==> src/rtl/ps2_rx_deserializer.sv <==
// rtl/ps2_rx_deserializer.sv - PS/2 device-to-host frame receiver with ready flag and gated level irq
//
// Ports:
//   clk           in   system clock
//   reset         in   asynchronous, active-high reset
//   ireIn         in   new interrupt-enable value
//   configLoadEn  in   1-cycle strobe, loads ire from ireIn
//   dataReadReq   in   1-cycle strobe, software read of the data register (clears ready)
//   data          out  last committed data byte
//   parity        out  parity bit received with data, raw from the wire
//   ready         out  unread byte available
//   ire           out  interrupt enable
//   irq           out  interrupt request, ire & ready
//   ps2Clk        in   asynchronous PS/2 clock pin
//   ps2Data       in   asynchronous PS/2 data pin
module ps2_rx_deserializer #(
    parameter int FILTER_LEN     = 8,
    parameter int TIMEOUT_CYCLES = 100000
) (
    input  logic       clk,
    input  logic       reset,
    input  logic       ireIn,
    input  logic       configLoadEn,
    input  logic       dataReadReq,
    output logic [7:0] data,
    output logic       parity,
    output logic       ready,
    output logic       ire,
    output logic       irq,
    input  logic       ps2Clk,
    input  logic       ps2Data
);

    localparam int FW = $clog2(FILTER_LEN);
    localparam int TW = $clog2(TIMEOUT_CYCLES);
    localparam logic [FW-1:0] FCNT_LAST = FW'(FILTER_LEN - 1);
    localparam logic [TW-1:0] TO_LAST   = TW'(TIMEOUT_CYCLES - 1);

    typedef enum logic [1:0] {
        S_IDLE,
        S_DATA,
        S_PARITY,
        S_STOP
    } state_t;

    logic [1:0]    r_clk_sync;
    logic [1:0]    r_dat_sync;
    logic [FW-1:0] r_fcnt;
    logic          r_filt;
    logic          r_filt_q;

    state_t        r_state;
    logic [2:0]    r_bitcnt;
    logic [7:0]    r_shift;
    logic          r_par_sh;
    logic [TW-1:0] r_tcnt;
    logic [7:0]    r_data;
    logic          r_parity;

    logic          r_ready;
    logic          r_ire;
    logic          r_irq;

    logic          w_fall;
    logic          w_sample;
    logic          w_timeout;
    logic          w_commit;
    logic          w_ready_nxt;
    logic          w_ire_nxt;

    // Synchronisers idle high so a reset does not look like a clock edge.
    always_ff @(posedge clk or posedge reset) begin
        if (reset) begin
            r_clk_sync <= 2'b11;
            r_dat_sync <= 2'b11;
        end else begin
            r_clk_sync <= {r_clk_sync[0], ps2Clk};
            r_dat_sync <= {r_dat_sync[0], ps2Data};
        end
    end

    // Deglitch: the filtered clock follows only after FILTER_LEN consecutive
    // mismatching cycles; any agreement in between restarts the count.
    always_ff @(posedge clk or posedge reset) begin
        if (reset) begin
            r_fcnt   <= '0;
            r_filt   <= 1'b1;
            r_filt_q <= 1'b1;
        end else begin
            r_filt_q <= r_filt;
            if (r_clk_sync[1] != r_filt) begin
                if (r_fcnt == FCNT_LAST) begin
                    r_filt <= r_clk_sync[1];
                    r_fcnt <= '0;
                end else begin
                    r_fcnt <= r_fcnt + 1'b1;
                end
            end else begin
                r_fcnt <= '0;
            end
        end
    end

    assign w_fall    = r_filt_q & ~r_filt;
    assign w_sample  = r_dat_sync[1];
    assign w_timeout = (r_state != S_IDLE) && (r_tcnt == TO_LAST);
    assign w_commit  = w_fall && !w_timeout && (r_state == S_STOP) && w_sample;

    always_ff @(posedge clk or posedge reset) begin
        if (reset) begin
            r_state  <= S_IDLE;
            r_bitcnt <= '0;
            r_shift  <= '0;
            r_par_sh <= 1'b0;
            r_tcnt   <= '0;
            r_data   <= '0;
            r_parity <= 1'b0;
        end else begin
            // Bit-gap counter saturates so a stalled frame cannot wrap back below the limit.
            if (r_state == S_IDLE || w_fall) begin
                r_tcnt <= '0;
            end else if (r_tcnt != TO_LAST) begin
                r_tcnt <= r_tcnt + 1'b1;
            end

            if (w_timeout) begin
                r_state <= S_IDLE;
            end else if (w_fall) begin
                case (r_state)
                    S_IDLE: begin
                        if (!w_sample) begin
                            r_state  <= S_DATA;
                            r_bitcnt <= '0;
                        end
                    end
                    S_DATA: begin
                        r_shift[r_bitcnt] <= w_sample;
                        r_bitcnt          <= r_bitcnt + 1'b1;
                        if (r_bitcnt == 3'd7) begin
                            r_state <= S_PARITY;
                        end
                    end
                    S_PARITY: begin
                        r_par_sh <= w_sample;
                        r_state  <= S_STOP;
                    end
                    S_STOP: begin
                        // Bad stop bit drops the frame silently.
                        if (w_sample) begin
                            r_data   <= r_shift;
                            r_parity <= r_par_sh;
                        end
                        r_state <= S_IDLE;
                    end
                    default: r_state <= S_IDLE;
                endcase
            end
        end
    end

    // Commit beats a coincident read so the freshly arrived byte is not lost.
    always_comb begin
        w_ready_nxt = r_ready;
        if (w_commit) begin
            w_ready_nxt = 1'b1;
        end else if (dataReadReq) begin
            w_ready_nxt = 1'b0;
        end
        w_ire_nxt = configLoadEn ? ireIn : r_ire;
    end

    // irq is built from the next-state values so it lines up with ready/ire.
    always_ff @(posedge clk or posedge reset) begin
        if (reset) begin
            r_ready <= 1'b0;
            r_ire   <= 1'b0;
            r_irq   <= 1'b0;
        end else begin
            r_ready <= w_ready_nxt;
            r_ire   <= w_ire_nxt;
            r_irq   <= w_ready_nxt & w_ire_nxt;
        end
    end

    assign data   = r_data;
    assign parity = r_parity;
    assign ready  = r_ready;
    assign ire    = r_ire;
    assign irq    = r_irq;

endmodule

==> config.mk <==
export PLATFORM = sky130hd
export DESIGN_NAME = ps2_rx_deserializer
export DESIGN_NICKNAME = d
export VERILOG_FILES = /design/src/rtl/ps2_rx_deserializer.sv
export SDC_FILE = /design/constraint.sdc
export NUM_CORES = 1
export LEC_CHECK = 0
export ABC_AREA = 1
export CORE_MARGIN = 1.5
export CORE_UTILIZATION = 45
export DETAILED_ROUTE_END_ITERATION = 8
export GPL_TIMING_DRIVEN = 0
export PLACE_DENSITY = 0.74
export SYNTH_ARGS = -nofsm -noshare
export SYNTH_HDL_FRONTEND = slang
export SYNTH_SLANG_ARGS = --single-unit
==> constraint.sdc <==
create_clock -name clk -period 1.65 [get_ports clk]
set_input_delay 0.165 -clock clk [delete_from_list [all_inputs] [get_ports clk]]
set_output_delay 0.165 -clock clk [all_outputs]
set_load 0.05 [all_outputs]
---- Yosys cells after proc, flatten, opt, wreduce, memory -nomap -nowiden ----
Cells that the tools add are included.
Widths: inputs -> output; s select.
word-level totals
  bits in registers ....................... 52
  input bits .............................. 7
  output and inout bits ................... 12
  logic and storage cells ................. 70
cells by class
  add/sub/neg operators ................... 3
  bitwise gates (word level) .............. 4
  reduce and logical (&&, ||, !) cells .... 18
  mux-type cells .......................... 17
  $lt $le $gt $ge ......................... 2
  eq/ne operators ......................... 11
operators by type and width
  operator               number
  $mux 17                2
  $add 17x1->17 const B  1
  $eq 17x17->1 const B   1
  $ne 17x17->1 const B   1
  $mux 3                 3
  $reduce_and 3->1       3
  $bwmux 8               1
  $mux 2                 4
  $pmux 2 s4             1
  $reduce_and 4->1       2
  $reduce_bool 2->1      4
  $add 3x1->3 const B    2
  $eq 3x3->1 const B     2
  $ne 3x3->1 const B     2
  $pmux 3 s2             1
  $logic_and 1x1->1      5
  $eq 2x2->1 const B     2
  $lt 3x4->1 const B     1
  $mux 1                 4
  $demux 1 s3            1
  $ge 3x1->1 const B     1
  $and 1x1->1            2
  $eq 2x1->1 const B     1
  $logic_not 2->1        1
  other kinds (6)        7

---- Depth between registers and ports, before layout ----
  word-level depth ........................ 8
  gate-level depth with buffers ........... 10
  gate-level depth less buffers ........... 10

---- Least setup slack after synthesis ----
Ideal clock, no wire load.
  path type ............................... register to register
  start ................................... reg r_state[1]
  end ..................................... reg r_state[1]
  setup time .............................. 0.113 ns
  slack ................................... 0.066 ns
  arrival time ............................ 1.471 ns
  required time ........................... 1.537 ns
  buffers on the path ..................... 1
  cell stages (with the launch flop) ...... 9
  period minus slack after synthesis ...... 1.584 ns
  cells stage by stage .................... dfrtp_1 > inv_1 > ha_1 > buf_2 > inv_1 > o211ai_1 > mux2_2 > nand2_1 > inv_1
between the ends
  word-level cells in the longest chain between the ends .. 4
  elaborated cells between the ends (all ways) .. 13
  those cells by class .................... eq/ne (5); mux (3); reduce/logical (5)
RTL lines
  element                                                 RTL line  source
  start, declared                                         52        state_t r_state;
  start signal, assigned                                  111       r_state <= S_IDLE;
  start signal, assigned                                  127       r_state <= S_IDLE;
  start signal, assigned                                  132       r_state <= S_DATA;
  $eq 2x2->1 (tied with other cells)                      129       case (r_state)
  $pmux 2 s4 / $logic_and 1x1->1 (equally long branches)  129, 106
  $mux 2 (tied with other cells)                          128       end else if (w_fall) begin
  $mux 2 / $reduce_and 3->1 (equally long branches)       --
Several ways; a longest one is shown, not always the timed one. The select of a mux whose other input is x is not followed.
A chain may end at the register's enable or synchronous reset.

---- Final worst setup path ----
  start ................................... reg r_tcnt[1]
  end ..................................... reg r_shift[4]
between the ends
  word-level cells in the longest chain between the ends .. 4
RTL lines
  element                        RTL line  source
  start, declared                56        logic [TW-1:0] r_tcnt;
  start signal, assigned         123       r_tcnt <= r_tcnt + 1'b1;
  $eq 17x17->1                   106       assign w_timeout = (r_state != S_IDLE) && (r_tcnt == TO_LAST);
  $logic_and 1x1->1              106
  $not 1->1 (no line)            --
  $reduce_and 3->1 (no line)     --
  end signal, assigned by index  137       r_shift[r_bitcnt] <= w_sample;
  end, declared                  54        logic [7:0] r_shift;
No other way between the ends.

==> results.toml <==
[status]
status = "complete, but fails checks"
violations = "negative setup slack"

[timing]
clock_skew_ns = 0.00941
fin_ws_ns = -0.0140
grt_setup_unrepaired = "yes"
finalSetupViolCount = 5
fmax_mhz = 601
holdWs_ns = 0.189
worst_pin_slew_ns = 0.508
finalMaxSlewViolations = 0
min_period_ns = 1.66
hold_viol_final = 0
max-slew-margin-rel_pct = 66.1
finalCritPeriodShare_pct = 101

[worst_setup_path]
arrival_ns = 1.86
endpoint_kind = "register"
r2r_slack_ns = -0.01
startpoint_type = "register"
critPathKind = "register to register"
crit_buf_inv = 1
rr_worst_depth = 9
crit_slowest_cell = "dfrtp_1"
cp_top_family = "simple AND/OR/NAND/NOR gates"
path_cells = "ha_4 -> nand2_4 -> nor2_4 -> nand3_2 -> nor2_4 -> nand3_4 -> buf_2 -> nand3_2 -> o21ai_0"
worst_path_largest_cell_delay_ns = 0.41
r2r-start = "r_tcnt[1]$_DFFE_PP0P_"
required_ns = 1.84
worstReg2RegEnd = "r_shift[4]$_DFFE_PP0P_"
crit_path_max_fanout = 5

[synth]
synth_top_cell_area_share_pct = 43.4
synth.area.top_cells = "dfrtp_1 (43%), nand2_1 (9.9%), inv_1 (6.6%)"
ys.flop_type = "dfrtp_1"
synthCells = 316
synth_warnings = 0
synth_area_per_cell_um2 = 8.40
synth_seq_cells = 52
yosysUniqueCellTypes = 31
ys_seq_area_share_pct = 49.3
synth_nets = 333
synth_top_cell_by_area = "dfrtp_1"
synthArstFlopShare_pct = 100
netlist_area_mm2 = 0.00266
synth-edff-count = 0

[grt]
grt_start_max_net_pins = 32
grt_pass1_vias = 2015
antenna_found_initial = 0
grt_util_all_layers_pct = 17.1
grt_first_pass_wirelength_um = 8540
grt_overflow = 0

[detailed_routing]
wl_um = 5260
drc_errors = 0
dr.pass1.iters = 5
via_per_inst = 5.04
routed-via-count = 2166
ant_nets = 0
wire_per_inst_um = 12.2
drt_iter0_markers = 120

[floorplanning]
die_h_um = 79.8
io_pins = 19
die-area_mm2 = 0.00637
rows = 27
start_util_pct = 47.3
core_area_mm2 = 0.00561
die_x_um = 79.8

[clock_network]
clock_latency_ns = 0.31
numCtsBuffers = 5
postCtsHoldBufs = 0
cts_tree = "built"
cts_sinks = 52
clk_pin_slew_worst_paths_ns = 0.10
cts_htree_levels = 2
clk_path_buf_depth = 2
cts_root_buf = "clkbuf_8"

[place]
hpwl_um = 3550
pre_cts_ws_ns = -0.116
gp_congestion = 0.857
portBuffers = 18

[power_and_ir_drop]
peakVddDrop_uv = 662
p_per_area_mw_per_mm2 = 991
leakagePower_nw = 1.72

[cells_and_area]
drive_above_1_share_pct = 20.7
diodes = 0
area_growth_syn_to_layout_pct = 25.4
final_nets = 374
post-route-util_pct = 59.4

[flow_run]
maxCapViolCount = 0

[min_path]
hold_class = "primary input to async pin"
metal layers:
metal / vias to the layer above / share of wire (%) / track usage (%)
li1: 1093 / - / -
met1: 1017 / 45 / 21.2
met2: 46 / 49 / 29.0
met3: 10 / 4.1 / 3.43
met4: 0 / 1.7 / 6.90
met5: - / 0 / 0
layout make-up:
class / instances / area (µm²)
clock buffers: 5 / 68.8
flip-flops and latches: 52 / 1310
repair buffers: 35 / 368
clock inverters: 3 / 23.8
fillers: 478 / 2280
well taps: 72 / 90.1
inverters: 50 / 188
multi-input cells: 207 / 1230
plain buffers: 6 / 53.8
cell families (layout without fill, tap and decap cells):
family / after synthesis / in the layout / synth area share (%)
and+or+nand+nor: 157 / 157 / 28.5
adders and majority gates: 10 / 10 / 4.71
AOI/OAI and AO/OA: 36 / 36 / 7.16
xor gates and xnor gates: 3 / 3 / 0.990
buffers and inverters: 57 / 99 / 8.91
DFF: 52 / 52 / 49.3
muxes: 1 / 1 / 0.424
synthesized netlist by cell type (2+ instances only):
cell	instances
inv_1	47
o21ai_0	19
a21oi_1	11
ha_1	10
nand3_1	12
nand2_1	70
buf_2	3
dfstp_2	6
xor2_1	2
nor3_1	6
o21ai_1	2
dfrtp_1	46
nand4_1	15
clkbuf_1	2
nor2_2	3
inv_2	3
nor2_1	37
nand3_2	7
a31oi_1	2
nor2_4	2
report_power, final:
part           switching [mW]  internal [mW]
clock network           0.442          0.301
logic                   0.609          0.422
registers               0.106           1.42
how the worst max path moves through the flow:
stage,slack (ns),to,start,cells past startpoint
final,-0.01,r_shift[4]$_DFFE_PP0P_,r_tcnt[1]$_DFFE_PP0P_,9
after floorplan,0.07,r_state[1]$_DFFE_PP0P_,r_state[1]$_DFFE_PP0P_,8
after CTS,-0.05,r_state[1]$_DFFE_PP0P_,r_state[1]$_DFFE_PP0P_,8
after global routing,-0.13,r_shift[4]$_DFFE_PP0P_,r_tcnt[1]$_DFFE_PP0P_,10
after detailed placement,-0.12,r_state[1]$_DFFE_PP0P_,r_state[1]$_DFFE_PP0P_,8
after global placement,-0.73,data[7]$_DFFE_PP0P_,reset,2
through the flow:
step / total power, mW / instance area (µm²) / setup TNS [ns] / std cells
after floorplan: 2.09 / 2660 / 0 / 316
after CTS: 3.06 / 3060 / -0.0516 / 416
after global routing: 3.53 / 3330 / -2.30 / 430
final: 3.30 / 3330 / -0.0568 / 430
after detailed placement: 2.28 / 2950 / -0.250 / 407
after global placement: 2.25 / 2930 / -35.08 / 406
layout by cell type (no fill, tap or decap), types with 3 or more instances in the layout:
master	count
nand2_1	67
clkdlybuf4s50_1	7
o21ai_0	15
nor2_4	7
dlymetal6s2s_1	9
inv_1	43
nand3_4	3
o21ai_1	5
dfrtp_1	46
a21oi_1	10
nand2_2	3
buf_4	13
nor2_1	34
inv_2	7
nand4_1	15
dfstp_2	6
nand3_1	9
nand3_2	8
ha_1	7
nor3_1	5
clkbuf_8	5
flip-flops by register name, indices dropped and copies added (netlist names):
| name | count |
|---|---|
| data | 8 |
| r_tcnt | 17 |
| r_filt_q | 1 |
| ready | 1 |
| r_state | 2 |
| r_clk_sync | 2 |
| parity | 1 |
| r_par_sh | 1 |
| r_dat_sync | 2 |
| irq | 1 |
| r_shift | 8 |
| r_bitcnt | 3 |
| r_fcnt | 3 |
| r_filt | 1 |
| ire | 1 |
repair_timing:
item / 4_1_cts / 5_1_grt
gates resized for setup: 6 / 41
pin swaps: 1 / 10
gates cloned: 0 / 2
buffers inserted: 1 / 13
endpoints found under the setup margin: 18 / 41
worst reg2reg max path: stages (launching register included):
cell,delay (ns)
dfrtp_1,0.41
ha_4,0.18
nand2_4,0.06
nor2_4,0.18
nand3_2,0.12
nor2_4,0.15
nand3_4,0.11
buf_2,0.19
nand3_2,0.07
o21ai_0,0.07
Note: power is estimated with default switching activity, not from simulation.
